File: config.mk
export PLATFORM = sky130hd
export DESIGN_NAME = mole_scheduler
export DESIGN_NICKNAME = d
export VERILOG_FILES = /design/src/rtl/mole_pkg.sv /design/src/rtl/mole_lfsr16.sv /design/src/rtl/mole_scheduler.sv
export SDC_FILE = /design/constraint.sdc
export NUM_CORES = 1
export LEC_CHECK = 0
export CAP_MARGIN = 0
export CORE_MARGIN = 5
export CORE_UTILIZATION = 40
export CTS_BUF_LIST = sky130_fd_sc_hd__clkbuf_2 sky130_fd_sc_hd__clkbuf_4 sky130_fd_sc_hd__clkbuf_8
export DETAILED_ROUTE_END_ITERATION = 8
export GPL_TIMING_DRIVEN = 0
export HOLD_SLACK_MARGIN = 0.06
export PLACE_DENSITY = 0.66
export SLEW_MARGIN = 15
export SYNTH_ARGS = -nofsm -noshare
export SYNTH_HDL_FRONTEND = slang
export SYNTH_SLANG_ARGS = --single-unit
File: constraint.sdc
create_clock -name CLOCK_50 -period 7.6 [get_ports CLOCK_50]
set_input_delay 1.52 -clock CLOCK_50 [delete_from_list [all_inputs] [get_ports CLOCK_50]]
set_output_delay 1.52 -clock CLOCK_50 [all_outputs]
set_load 0.05 [all_outputs]
File: src/rtl/mole_pkg.sv
// Shared definitions for the mole game sequencing blocks.
package mole_pkg;

  // Number of mole units and the width of an index into them.
  localparam int NUM_MOLES = 8;
  localparam int IDX_W     = 3;

  // Galois mask for the 16-bit LFSR, taps 16,14,13,11 (right-shifting form).
  localparam logic [15:0] LFSR_TAPS = 16'hB400;

  // Scheduler state encoding.
  typedef enum logic [2:0] {
    IDLE     = 3'd0,
    WAIT_GAP = 3'd1,
    PICK     = 3'd2,
    LAUNCH   = 3'd3,
    DRAIN    = 3'd4,
    DONE     = 3'd5
  } state_t;

  // One Galois step: shift right, fold the tap mask in when a 1 falls out.
  function automatic logic [15:0] lfsr_next(input logic [15:0] cur);
    return cur[0] ? ((cur >> 1) ^ LFSR_TAPS) : (cur >> 1);
  endfunction

endpackage

File: src/rtl/mole_lfsr16.sv
// 16-bit Galois LFSR with hold enable; the seed is loaded by reset.
module mole_lfsr16
  import mole_pkg::*;
(
  input  logic        clock,
  input  logic        resetn,
  input  logic        enable,
  input  logic [15:0] seed,
  output logic [15:0] value
);

  // Advance one step per enabled cycle, otherwise hold.
  always_ff @(posedge clock or negedge resetn) begin
    // NOTE: sequential state uses non-blocking assignments so every register
    // samples the pre-edge values, independent of statement order.
    if (!resetn) begin
      value <= seed;
    end else if (enable) begin
      value <= lfsr_next(value);
    end
  end

endmodule

File: src/rtl/mole_scheduler.sv
// Paces and chooses mole launches for one round, capping moles above ground.
module mole_scheduler
  import mole_pkg::*;
#(
  parameter int          MAX_UP       = 3,
  parameter int          ROUND_SPAWNS = 60,
  parameter int          GAP_TICKS    = 2,
  parameter logic [15:0] LFSR_SEED    = 16'hACE1
) (
  input  logic                 CLOCK_50,
  input  logic                 resetn,
  input  logic                 start,
  input  logic                 tick,
  input  logic [NUM_MOLES-1:0] hiding,
  output logic [NUM_MOLES-1:0] control,
  output logic                 game_active,
  output logic                 round_done,
  output logic [7:0]           spawn_cnt
);

  // Gap value that makes the very next tick count as reaching GAP_TICKS.
  localparam logic [3:0] GAP_LAST = 4'(GAP_TICKS - 1);

  state_t               state, state_next;
  logic [3:0]           gap_cnt, gap_next;
  logic [IDX_W-1:0]     idx, idx_next;
  logic [IDX_W-1:0]     probe_cnt, probe_next;
  logic [NUM_MOLES-1:0] pending, pending_next;
  logic [NUM_MOLES-1:0] control_next;
  logic [7:0]           spawn_next;

  logic [NUM_MOLES-1:0] occupied;
  logic [NUM_MOLES-1:0] eligible;
  logic [3:0]           up_count;
  logic                 at_cap;
  logic                 gap_reached;
  logic                 lfsr_en;
  logic [15:0]          lfsr_value;
  logic                 unused_lfsr_bits;

  // Random source; runs only while a round is in progress.
  assign lfsr_en = (state != IDLE) && (state != DONE);

  mole_lfsr16 u_lfsr (
    .clock  (CLOCK_50),
    .resetn (resetn),
    .enable (lfsr_en),
    .seed   (LFSR_SEED),
    .value  (lfsr_value)
  );

  // Only the low bits pick a mole; the rest are left for a future height picker.
  assign unused_lfsr_bits = ^lfsr_value[15:IDX_W];

  // A mole is busy if it is out of its hole or was just sent and has not left yet.
  assign occupied = ~hiding | pending;
  assign eligible = hiding & ~pending;

  // Popcount of busy moles.
  always_comb begin
    up_count = '0;
    for (int i = 0; i < NUM_MOLES; i++) begin
      up_count = up_count + {3'd0, occupied[i]};
    end
  end

  assign at_cap      = int'(up_count) >= MAX_UP;
  assign gap_reached = tick && (gap_cnt >= GAP_LAST);

  // Next-state and next-output decode for the launch sequencer.
  always_comb begin
    // NOTE: every variable gets a default before the case, so no path can
    // leave one unassigned and infer a latch.
    state_next   = state;
    gap_next     = gap_cnt;
    idx_next     = idx;
    probe_next   = probe_cnt;
    pending_next = pending & hiding;  // drop pending once the mole has left its hole
    spawn_next   = spawn_cnt;
    control_next = '0;

    case (state)
      IDLE, DONE: begin
        if (start) begin
          state_next   = WAIT_GAP;
          gap_next     = '0;
          pending_next = '0;
          spawn_next   = '0;
        end
      end

      WAIT_GAP: begin
        if (tick) begin
          if (!gap_reached) begin
            gap_next = gap_cnt + 4'd1;
          end else if (at_cap) begin
            gap_next = GAP_LAST;  // too many up: retry on the next tick
          end else begin
            gap_next   = '0;
            state_next = PICK;
            idx_next   = lfsr_value[IDX_W-1:0];
            probe_next = '0;
          end
        end
      end

      PICK: begin
        if (eligible[idx]) begin
          state_next         = LAUNCH;
          control_next[idx]  = 1'b1;
          pending_next[idx]  = 1'b1;
          spawn_next         = (spawn_cnt < 8'(ROUND_SPAWNS)) ? spawn_cnt + 8'd1 : spawn_cnt;
        end else if (probe_cnt == IDX_W'(NUM_MOLES - 1)) begin
          state_next = WAIT_GAP;
          gap_next   = GAP_LAST;
        end else begin
          idx_next   = idx + 1'b1;
          probe_next = probe_cnt + 1'b1;
        end
      end

      LAUNCH: begin
        // spawn_cnt was bumped on entry, so it already counts this launch.
        state_next = (spawn_cnt >= 8'(ROUND_SPAWNS)) ? DRAIN : WAIT_GAP;
      end

      DRAIN: begin
        if ((&hiding) && (pending == '0)) begin
          state_next = DONE;
        end
      end

      default: begin
        state_next = IDLE;
      end
    endcase
  end

  // State, bookkeeping and registered outputs.
  always_ff @(posedge CLOCK_50 or negedge resetn) begin
    if (!resetn) begin
      state       <= IDLE;
      gap_cnt     <= '0;
      idx         <= '0;
      probe_cnt   <= '0;
      pending     <= '0;
      spawn_cnt   <= '0;
      control     <= '0;
      game_active <= 1'b0;
      round_done  <= 1'b0;
    end else begin
      state       <= state_next;
      gap_cnt     <= gap_next;
      idx         <= idx_next;
      probe_cnt   <= probe_next;
      pending     <= pending_next;
      spawn_cnt   <= spawn_next;
      control     <= control_next;
      game_active <= (state_next == WAIT_GAP) || (state_next == PICK) ||
                     (state_next == LAUNCH)   || (state_next == DRAIN);
      round_done  <= (state_next == DONE);
    end
  end

endmodule

==> results.toml, run 1 <==
[outcome]
status = "completed"

[timing]
fin_skew_ns = 0.0122
hold_viol = 0
fmax_mhz = 172
tns_ns = 0
slew_violations = 0
tightest_slew_ns = 0.930
finalSetupViolCount = 0
max_slew_margin_pct = 37.9
layout_min_cycle_time_ns = 5.82
rsz0062_at_grt = "false"
fin_ws_ns = 1.78
fin_crit_sh_pct = 76.5

[synth]
yosys-top-cells-count = "47 x dfrtp_1, 19 x nor2_1, 17 x inv_1, 17 x nand2_1, 15 x mux2_2"
synth_area_leaders = "dfrtp_1 42%, dfstp_2 7.5%, mux2_2 6.0%, ha_1 4.9%, fa_1 2.8%"
synth_cell_types = 56
synth.most_common_cell = "dfrtp_1"
synth_largest_area_cell = "dfrtp_1"
ys_ff_latch = 55
synth_edf_count = 0
yosys_warnings = 0
synth_cells = 258
syn-num-nets = 285
synth.avg_cell_area_um2 = 10.9
netlist.area_leader.share_pct = 41.8
ys.flop_type = "dfrtp_1"
yosysSeqAreaShare_pct = 49.3
netlist_area_um2 = 2810
synthArstFlopShare_pct = 100

[clock_tree]
clkSinkCount = 55
clk_path_buf_depth = 2
numCtsBuffers = 5
htreeDepth = 2
tritoncts = "yes"
ctsHoldBuffers = 0
cts_resized = 0
cts_root_buf = "clkbuf_8"
clkSlewWorstSetupHoldPaths_ns = 0.10
cts_setup_buffers = 0
clk_latency_ns = 0.32

[grt]
antenna_found_initial = 0
grt_overflow = 0
grt.total_usage_pct = 13.7
grt_pass1_vias = 1952
grt_pass1_wl_mm = 9.58
grt_max_degree = 56

[detailed_routing]
dr_wl_met2_mm = 2.52
num_vias = 1965
drt-met1-wl_mm = 2.68
wl_met3_um = 251
drcViolationCount = 0
drt-initial-drc-count = 102
top_layer_used = "met4"
ant_nets = 0
finalWirelength_mm = 5.56
avgViaCountPerCell = 5.03
wl_per_cell_um = 14.2
firstDrtPassIters = 5

[setup_path]
crit_type = "input pin to flip-flop"
slowest_delay_ns = 0.53
r2r_cells = 16
crit_slowest_cell = "fa_1"
startpoint_type = "input pin"
cp.required_ns = 7.80
arrival_ns = 6.02
cp_cell_sequence = "clkdlybuf4s50_1 > nor2b_1 > inv_1 > fa_1 > inv_1 > fa_1 > inv_1 > fa_1 > ha_1 > inv_1 > fa_1 > nand2b_1 > nand3_1 > or3_4 > o21ai_0 > o21ai_0 > mux2_2"
end_kind = "flip-flop"
path_max_fanout = 4

[job]
drv_cap = 0

[floorplan]
fp.dieH_um = 93.9
dieArea_um2 = 8810
io_pins = 30
die_w_um = 93.9
core_um2 = 6830
num_rows = 30
start_util_pct = 41.2

[place]
place_ws_ns = 1.41
place_hpwl_mm = 3.98
numPortBuffers = 29
placed_area_um2 = 3220
place_congestion = 0.796

[power_and_ir_drop]
p_leak_nw = 1.53
vdd_ir_drop_max_v = 0.000120
p_per_area_nw_per_um2 = 275

[hold_path]
min_path_cells = 2
hp-class = "flip-flop to flip-flop"

[finish]
drive_above_1_share_pct = 17.6
num-fill-cells = 653
num_antenna_cells = 0
multiInputGateArea_um2 = 1320
fin_nets = 321
regArea_um2 = 1390
final_area_um2 = 3340
syn_to_final_growth_pct = 18.8
-- layout make-up --
class	count	share of cell area [%]
Sequential cell	55	41.5
Multi-Input combinational cell	175	39.4
Inverter	18	2.02
Timing Repair Buffer	29	8.61
Clock inverter	2	1.16
Clock buffer	6	2.47
Tap cell	96	3.59
Buffer	10	1.24
-- sequential cells by signal, summed over array words and instances, names as in the netlist --
| signal | count |
|---|---|
| u_lfsr.value | 16 |
| control | 8 |
| game_active | 1 |
| state | 3 |
| round_done | 1 |
| spawn_cnt | 8 |
| gap_cnt | 4 |
| idx | 3 |
| pending | 8 |
| probe_cnt | 3 |
-- through the flow --
stage	hold WS, ns	utilization (%)	instances	power, mW
5_1_grt	0.522	48.9	391	0.984
4_1_cts	0.499	48.9	391	0.928
6_report	0.494	48.9	391	0.919
2_1_floorplan	0.446	-	258	0.618
3_3_place_gp	0.469	47.2	383	0.703
3_5_place_dp	0.473	47.1	383	0.713
-- worst paths after layout --
check | to | startpoint | slack (ns)
setup / recovery | probe_cnt[0] | hiding[3] | 1.78
hold / removal | u_lfsr.value[10] | u_lfsr.value[10] | 0.49
setup reg to reg | probe_cnt[0] | pending[3] | 3.09
hold reg to reg | u_lfsr.value[10] | u_lfsr.value[10] | 0.49
max in group asynchronous | game_active | resetn | 5.90
min in group asynchronous | pending[7] | resetn | 1.22
-- critical path: cells and delay by family --
kind / cells / cell delay, ns
buf+inv: 5 / 0.72
fa+ha+maj: 5 / 2.12
simple gates: 4 / 0.78
mux: 1 / 0.34
compound gates: 2 / 0.51
-- per-layer routing --
metal  track usage, %  vias up
met2             20.8       46
li1                 -      978
met3             2.64        9
met1             19.0      932
met4             6.14        0
met5                0        -
-- where the power goes --
group	internal [mW]	total [mW]	switching (mW)	leakage, nW
registers	0.322	0.348	0.0258	0.724
logic	0.137	0.360	0.223	0.740
clock network	0.109	0.211	0.102	0.0618
total	0.567	0.919	0.351	1.53
-- kinds of logic (layout without fill, tap and decap cells) --
| kind of cell | after synthesis | after routing | share of synthesized area, % |
|---|---|---|---|
| fa+ha+maj | 15 | 15 | 7.74 |
| simple gates | 89 | 89 | 18.1 |
| buf+inv | 28 | 65 | 3.87 |
| flops | 55 | 55 | 49.3 |
| mux | 19 | 19 | 7.43 |
| compound gates | 46 | 46 | 11.7 |
| xor+xnor | 6 | 6 | 1.87 |
-- placed cells by master, fill, tap and decap left out, types with 5 or more instances in the layout --
cell             count
nor2_1              19
dfrtp_1             47
nand2b_1             7
ha_1                11
nand3_1              5
a21oi_1              7
clkdlybuf4s50_1     28
o21ai_0             10
xnor2_1              5
nand2_1             17
clkbuf_8             6
clkbuf_1             5
dfstp_2              8
inv_1               17
nor2b_1              7
mux2_2              15
No activity file was read; power rests on OpenSTA's default activity.
==> inputs of run 2 (changes only) <==
- clock period: 7.6 -> 5.5 ns (I/O delays scaled with it)
==> results.toml, run 2 (synthesis results as in run 1) <==
[clock_tree]
clk_latency_ns = 0.32
cts_root_buf = "clkbuf_8"
clkSinkCount = 55
htreeDepth = 2
numCtsBuffers = 5
clk_path_buf_depth = 2
clkSlewWorstSetupHoldPaths_ns = 0.10
tritoncts = "yes"
cts_setup_buffers = 0

[setup_path]
timing.rr.end = "probe_cnt[0]"
cp.required_ns = 5.71
r2r_cells = 16
path_max_fanout = 4
startpoint_type = "input pin"
arrival_ns = 5.44
end_kind = "flip-flop"
r2r_setup_slack_ns = 1.15
crit_type = "input pin to flip-flop"
rr_startpoint = "pending[3]"

[power_and_ir_drop]
vdd_ir_drop_max_v = 0.000170
p_total_mw = 1.27
p_per_area_nw_per_um2 = 381
p_leak_nw = 1.53

[place]
place_hpwl_mm = 3.98
place_congestion = 0.796
numPortBuffers = 29
placed_area_um2 = 3220

[detailed_routing]
finalWirelength_mm = 5.59
ant_nets = 0
num_vias = 1982
firstDrtPassIters = 4
avgViaCountPerCell = 5.07
drt-initial-drc-count = 87
drcViolationCount = 0
wl_per_cell_um = 14.3

[floorplan]
core_um2 = 6830
fp.dieH_um = 93.9
start_util_pct = 41.2
io_pins = 30
num_rows = 30
dieArea_um2 = 8810
die_w_um = 93.9

[finish]
final_area_um2 = 3350
fin_nets = 321
mostFrequentLayoutCells = "47 x dfrtp_1, 28 x clkdlybuf4s50_1, 19 x nor2_1"
mostFrequentLayoutCell = "dfrtp_1"
largest_reg_flops = 16
drive_above_1_share_pct = 18.0
final_util_pct = 49.0
num_antenna_cells = 0
top_register = "u_lfsr.value"
syn_to_final_growth_pct = 19.0

[timing]
hold_viol = 0
fmax_mhz = 191
tightest_slew_ns = 0.929
tns_ns = 0
slew_violations = 0
holdWs_ns = 0.494
layout_min_cycle_time_ns = 5.24
finalSetupViolCount = 0
fin_skew_ns = 0.0111
fin_crit_sh_pct = 95.2
max_slew_margin_pct = 37.9

[hold_path]
min_from = "u_lfsr.value[10]"
hp-class = "flip-flop to flip-flop"
hold_end = "u_lfsr.value[10]"
min_path_cells = 2

[job]
drv_cap = 0

[grt]
grt_pass1_wl_mm = 9.58
grt_pass1_vias = 1952
antenna_found_initial = 0
grt_max_degree = 56
grt_overflow = 0
grt.total_usage_pct = 13.7

[outcome]
status = "completed"
-- run 2: repair_timing --
action                                 CTS  global route
endpoints found under the hold margin    0             0
hold buffers                             0             0
setup endpoints to repair                0             4
gates resized for setup                  0             2
-- run 2: how the worst max path moves through the flow --
stage / cells after the start / endpoint / from / slack, ns
after floorplan: 16 / probe_cnt[0] / hiding[3] / 0.70
after global placement: 17 / probe_cnt[0] / hiding[3] / -0.26
after detailed placement: 17 / probe_cnt[0] / hiding[3] / -0.27
after CTS: 17 / probe_cnt[0] / hiding[3] / 0.08
after global routing: 17 / probe_cnt[0] / hiding[3] / -0.005
final: 17 / probe_cnt[0] / hiding[3] / 0.26
-- run 2: cell type report --
cell class,count,area (um2)
fill,653,3490
sequential,55,1390
multi-input combinational,175,1320
timing repair buffer,29,288
tap,96,120
clock buffer,6,82.6
inverter,18,67.6
buffer,10,41.3
clock inverter,2,38.8
-- run 2: routing by layer --
| layer | track usage [%] | vias up | part of all wire, % |
|---|---|---|---|
| li1 | - | 979 | - |
| met1 | 19.0 | 949 | 48 |
| met2 | 20.8 | 45 | 45 |
| met3 | 2.64 | 9 | 4.9 |
| met4 | 6.14 | 0 | 1.9 |
| met5 | 0 | - | 0 |
-- run 2: worst max-delay path: stages --
cell and delay (ns):
clkdlybuf4s50_1 0.47, nor2b_1 0.21, inv_1 0.09, fa_1 0.49, inv_1 0.05, fa_1 0.47
inv_1 0.05, fa_1 0.53, ha_1 0.17, inv_1 0.06, fa_1 0.46, nand2b_1 0.10
nand3_1 0.11, or3_4 0.36, o21ai_0 0.22, o21ai_2 0.18, mux2_2 0.30
-- run 2: stage by stage --
stage / worst slack [ns] / std cells
finish: 0.264 / 391
global route: -0.00517 / 391
CTS: 0.0763 / 391
detailed placement: -0.268 / 383
global placement: -0.261 / 383
floorplan: 0.696 / 258
-- run 2: report_power, final --
part / switching [mW] / leakage (nW) / total (mW) / internal, mW
clock: 0.141 / 0.0618 / 0.291 / 0.150
combinational: 0.311 / 0.741 / 0.501 / 0.190
sequential: 0.0358 / 0.724 / 0.481 / 0.445
==> inputs of run 3 (changes only) <==
- CTS_CLUSTER_SIZE: not set -> 30
==> results of run 3 <==
No change in the layout: final DEF, timing and power equal those of run 2.
==> edit 1 (config.mk and constraints of run 2) <==
The 6 states of `state_t` get a one-hot encoding in 6 bits.
--- a/src/rtl/mole_pkg.sv
+++ b/src/rtl/mole_pkg.sv
@@ -10,11 +10,11 @@
 
   // Scheduler state encoding.
-  typedef enum logic [2:0] {
-    IDLE     = 3'd0,
-    WAIT_GAP = 3'd1,
-    PICK     = 3'd2,
-    LAUNCH   = 3'd3,
-    DRAIN    = 3'd4,
-    DONE     = 3'd5
+  typedef enum logic [5:0] {
+    IDLE     = 6'b000001,
+    WAIT_GAP = 6'b000010,
+    PICK     = 6'b000100,
+    LAUNCH   = 6'b001000,
+    DRAIN    = 6'b010000,
+    DONE     = 6'b100000
   } state_t;
 
Behaviour: same outputs for any inputs over 10 cycles, from zero or initial values and one cycle with resetn low; not proved beyond that.
==> edit 1 against run 2 <==
  * Final area up 8.0%
  * Setup slack better by 0.043 ns
  * Critical path depth up 1
  * First-iteration DRC count up 78%
  * Core utilization up 0.56 points
  * Register-to-register slack better by 0.07 ns
  * Sequential power up 4.8%
  * Sequential cell count up 3
  * Fmax up 0.84%
  * Synthesized area up 7.1%
  * Total power up 0.86%
  * Sequential share of layout area down 0.94 points
  * Wire length up 16%
  * Largest power group is now sequential cells
==> edit 1: results (changes against run 2) <==
| Metric | Value |
|---|---|
| Routed wire length | 6490 µm (was 5590 µm) |
| Layout cell share with drive strength beyond 1 | 14.6% (was 18.0%) |
| Drt first pass iters | 4 (unchanged) |
| Gp weighted congestion | 0.862 (was 0.796) |
| P_leak | 1.64 nW (was 1.53 nW) |
| Initial antenna violation count | 0 (unchanged) |
| Max IR drop VDD | 0.178 mV (was 0.170 mV) |
| CTS clk-pin slew, worst paths | 0.07 ns (was 0.10 ns) |
| Worst Clk Skew | 0.00747 ns (was 0.0111 ns) |
| Total setup buffers inserted after CTS | 0 (unchanged) |
| Status | complete, no violations (unchanged) |
| Layout Cells excl Fill | 442 (was 391) |
| Clock latency on the worst-skew pair | roughly 0.33 ns |
| Top cells by instance count after synthesis | nand2_1 (60), dfrtp_1 (49), inv_1 (17), nor2_1 (16), o21ai_0 (12) (was dfrtp_1 (47), nor2_1 (19), inv_1 (17), nand2_1 (17), mux2_2 (15)) |
| I/O Buffers | 29 (unchanged) |
| Top reg by flops | u_lfsr.value (unchanged) |
| DP Area | 3420 µm² (was 3220 µm²) |
| Dpl cells | 426 (was 383) |
| Top FF cell, synth | dfrtp_1 (unchanged) |
| Clk root buf | clkbuf_8 (unchanged) |
| Dpl hpwl | 4640 µm (was 3980 µm) |
| Syn Nets | 325 (was 285) |
| Synth top area cells | dfrtp_1 (41%), dfstp_2 (7.9%), nand2_1 (7.5%) (was dfrtp_1 (42%), dfstp_2 (7.5%), mux2_2 (6.0%)) |
| Hold Crit Class | flip-flop to flip-flop (unchanged) |
| Largest net degree at the start of global routing | 59 (was 56) |
| Max-Slew Margin vs Limit | 47.5% (was 37.9%) |
| Synthesized instance count | 298 (was 258) |
| Fillers | 731 (was 653) |
| First-pass GRT wire length | 10800 µm (was 9580 µm) |
| Gr usage total | 14.1% (was 13.7%) |
| Initial DRC count | 155 (was 87) |
| Vias in the first global route | 2187 (was 1952) |
| CTS buffer count | 9 (was 5) |
| Critical-path top delay cell | clkdlybuf4s50_1 (was fa_1) |
| Cells resized by post-CTS repair | 0 (unchanged) |
| Max reg flops | 16 (unchanged) |
| # nets final | 365 (was 321) |
| # diodes | 0 (unchanged) |
| Clock Tree Buf Depth | 2 (unchanged) |
| Sequential share of the synthesized area | 48.6% (was 49.3%) |
| CP max FO | 6 (was 4) |
| Worst EP arrival | 5.38 ns (was 5.44 ns) |
| Synthesis warning total | 0 (unchanged) |
| Number of vias per cell | 5.16 (was 5.07) |
| Worst path max stage delay | 0.50 ns (was 0.53 ns) |
| H-Tree Depth | 3 (was 2) |
| Top delay family on crit path | adder cells (unchanged) |
| Cell variety after synth | 62 (was 56) |
## edit 1: changes by cell type in the layout (fill, tap and decap cells not counted), sizes merged, moves of 4 or more
cell,delta
nor3,+4
a31o,-4
clkinv,+4
nor4,-5
mux2,-14
nor2,-5
nand2,+45
clkbuf,+6
a31oi,+9
## edit 1: logic make-up after synthesis
logic type	synth area share, %
compound gates	15.4
xor+xnor	1.45
fa+ha+maj	7.56
buf+inv	4.24
flops	48.6
mux	0.706
simple gates	22.1
## edit 1: final cells by class
cell class	instances	area share (%)
Buffer	10	1.49
Timing Repair Buffer	29	7.97
Multi-Input combinational cell	211	39.3
Sequential cell	58	40.5
Clock inverter	6	1.59
Tap cell	99	3.43
Clock buffer	10	3.64
Inverter	19	2.04
## edit 1: final timing paths
check	endpoint	cells after the start	startpoint	slack [ns]
max	game_active	18	hiding[3]	0.31
min	u_lfsr.value[6]	2	u_lfsr.value[6]	0.45
max reg2reg	game_active	17	pending[3]	1.22
min reg2reg	u_lfsr.value[6]	2	u_lfsr.value[6]	0.45
max in group asynchronous	gap_cnt[0]	1	resetn	4.19
min in group asynchronous	control[6]	1	resetn	0.82
## edit 1: layer usage
metal	global-route usage, %	routed length (µm)
met5	0	0
met2	23.7	3340
met4	4.21	75
met1	17.5	2840
met3	4.10	231
## edit 1: report_power, final
group	internal (W)	switching, W
registers	0.000464	0.0000404
logic	0.000143	0.000258
clock network	0.000211	0.000168
total	0.000817	0.000467
## edit 1: metrics by stage
step	worst slack, ns	utilization (%)
5_1_grt	0.134	49.5
3_3_place_gp	0.0503	47.0
6_report	0.308	49.5
4_1_cts	0.325	49.5
3_5_place_dp	-0.00754	46.9
2_1_floorplan	0.901	-
## edit 1: worst min-delay path, stage by stage (launching register included)
cell and delay [ns]:
dfstp_2 0.37, nand2_1 0.05, nand2_1 0.04
==> edit 2 (config.mk and constraints of run 2) <==
Without the edit above. The package constant `NUM_MOLES` goes from 8 to 9.
--- a/src/rtl/mole_pkg.sv
+++ b/src/rtl/mole_pkg.sv
@@ -3,5 +3,5 @@
 
   // Number of mole units and the width of an index into them.
-  localparam int NUM_MOLES = 8;
+  localparam int NUM_MOLES = 9;
   localparam int IDX_W     = 3;
 
Interface: changed (resized control and hiding); port bits go from 30 to 32. No check against the original RTL was run, so the function may have changed too.
==> edit 2 against run 2 <==
  * Clock power fell by 19%
  * Wire length rose by 5.3%
  * Setup slack improved by 0.18 ns
  * Final area rose by 4.9%
  * Synthesized area rose by 6.4%
  * Die area rose by 5.7%
  * Global-route usage rose by 0.24 points
  * Total power rose by 8.0%
  * Sequential cell count rose by 1
  * Core utilization fell by 0.60 points
==> edit 2: results (changes against run 2) <==
| Metric | Value |
|---|---|
| Status | complete, no violations (unchanged) |
| I/O Buffers | 30 (was 29) |
| Worst Clk Skew | 0.00670 ns (was 0.0111 ns) |
| Worst R2R Path Depth | 13 (was 16) |
| Pre-CTS setup slack | 0.119 ns (was -0.268 ns) |
| Drt wl/cell | 14.4 µm (was 14.3 µm) |
| DP Area | 3410 µm² (was 3220 µm²) |
| CTS buffer count | 5 (unchanged) |
| Setup ws final | 0.444 ns (was 0.264 ns) |
| Gr usage total | 14.0% (was 13.7%) |
| Synth top area cells | dfrtp_1 (40%), dfstp_2 (7.0%), mux2_2 (5.6%) (was dfrtp_1 (42%), dfstp_2 (7.5%), mux2_2 (6.0%)) |
| Largest net degree at the start of global routing | 57 (was 56) |
| Synthesis warning total | 0 (unchanged) |
| # diodes | 0 (unchanged) |
| Max-Slew Margin vs Limit | 54.0% (was 37.9%) |
| Total setup buffers inserted after CTS | 0 (unchanged) |
| Hold Crit Class | flip-flop to flip-flop (unchanged) |
| Number of vias per cell | 5.09 (was 5.07) |
| Largest registers | u_lfsr.value: 16 flops, pending: 9 flops |
| Gp weighted congestion | 0.757 (was 0.796) |
| Initial antenna violation count | 0 (unchanged) |
| Syn Nets | 301 (was 285) |
| Cell variety after synth | 56 (unchanged) |
| Drt first pass iters | 4 (unchanged) |
| Clock latency on the worst-skew pair | 0.31 ns |
| Vias in the first global route | 2057 (was 1952) |
| Clk root buf | clkbuf_8 (unchanged) |
| Worst EP arrival | 5.27 ns (was 5.44 ns) |
| Dpl hpwl | 4330 µm (was 3980 µm) |
| First-pass GRT wire length | 10100 µm (was 9580 µm) |
| Worst path max stage delay | 0.50 ns (was 0.53 ns) |
| Layout cell share with drive strength beyond 1 | 19.6% (was 18.0%) |
| Max IR drop VDD | 0.172 mV (was 0.170 mV) |
| Top delay family on crit path | adder cells (unchanged) |
| # nets final | 338 (was 321) |
| Sequential share of the synthesized area | 47.2% (was 49.3%) |
| Top cells by instance count after synthesis | dfrtp_1 (48), nand2_1 (26), inv_1 (18), mux2_2 (15), nor2b_1 (14) (was dfrtp_1 (47), nor2_1 (19), inv_1 (17), nand2_1 (17), mux2_2 (15)) |
| H-Tree Depth | 2 (unchanged) |
| Initial DRC count | 103 (was 87) |
| P_leak | 1.55 nW (was 1.53 nW) |
| Critical-path top delay cell | fa_1 (unchanged) |
| CP max FO | 6 (was 4) |
-- edit 2: final cells by class --
class                   instances  area [µm²]
flip-flops and latches         56        1410
clock inverters                 3        26.3
multi-input cells             185        1420
well taps                      99         124
repair buffers                 30         298
fillers                       673        3740
inverters                      18        67.6
plain buffers                  14        96.3
clock buffers                   5        68.8
-- edit 2: logic make-up (layout without fill, tap and decap cells) --
| logic type | after synthesis | count (layout) | synth area share [%] |
|---|---|---|---|
| AND/OR/NAND/NOR | 102 | 102 | 19.8 |
| flip-flops | 56 | 56 | 47.2 |
| AO/OA/AOI/OAI | 40 | 40 | 9.29 |
| buffers and inverters | 32 | 70 | 5.48 |
| multiplexers | 20 | 20 | 8.57 |
| adder cells (fa/ha/maj) | 15 | 15 | 7.53 |
| XOR/XNOR | 7 | 7 | 2.05 |
| other | 1 | 1 | 0.125 |
-- edit 2: metrics by stage --
stage	hold slack, ns	cells
finish	0.493	410
global route	0.518	410
CTS	0.505	410
detailed placement	0.481	402
global placement	0.469	402
floorplan	0.446	273
-- edit 2: per-layer routing --
metal / part of all wire, % / vias up / wire [µm] / track usage (%)
li1: - / 1014 / - / -
met1: 47 / 1026 / 2780 / 19.5
met2: 47 / 39 / 2750 / 22.6
met3: 5.1 / 7 / 298 / 2.71
met4: 1.1 / 0 / 63 / 3.15
met5: 0 / - / 0 / 0
-- edit 2: worst paths after layout --
path | slack (ns) | startpoint | end
max | 0.44 | hiding[1] | idx[0]
min | 0.49 | u_lfsr.value[10] | u_lfsr.value[10]
max reg2reg | 1.34 | pending[1] | idx[0]
min reg2reg | 0.49 | u_lfsr.value[10] | u_lfsr.value[10]
max in group asynchronous | 4.21 | resetn | pending[8]
min in group asynchronous | 0.81 | resetn | pending[4]
-- edit 2: power breakdown --
part | leakage [nW] | switching (W) | internal (W)
logic | 0.777 | 0.000379 | 0.000261
clock network | 0.0423 | 0.000144 | 0.0000930
registers | 0.736 | 0.0000379 | 0.000459
-- edit 2: worst reg2reg max path, delay by kind of cell, from the launching register on --
family,cells,cell delay [ns]
fa+ha+maj,5,2.26
simple gates,4,0.69
compound gates,2,0.57
flops,1,0.39
buf+inv,2,0.14
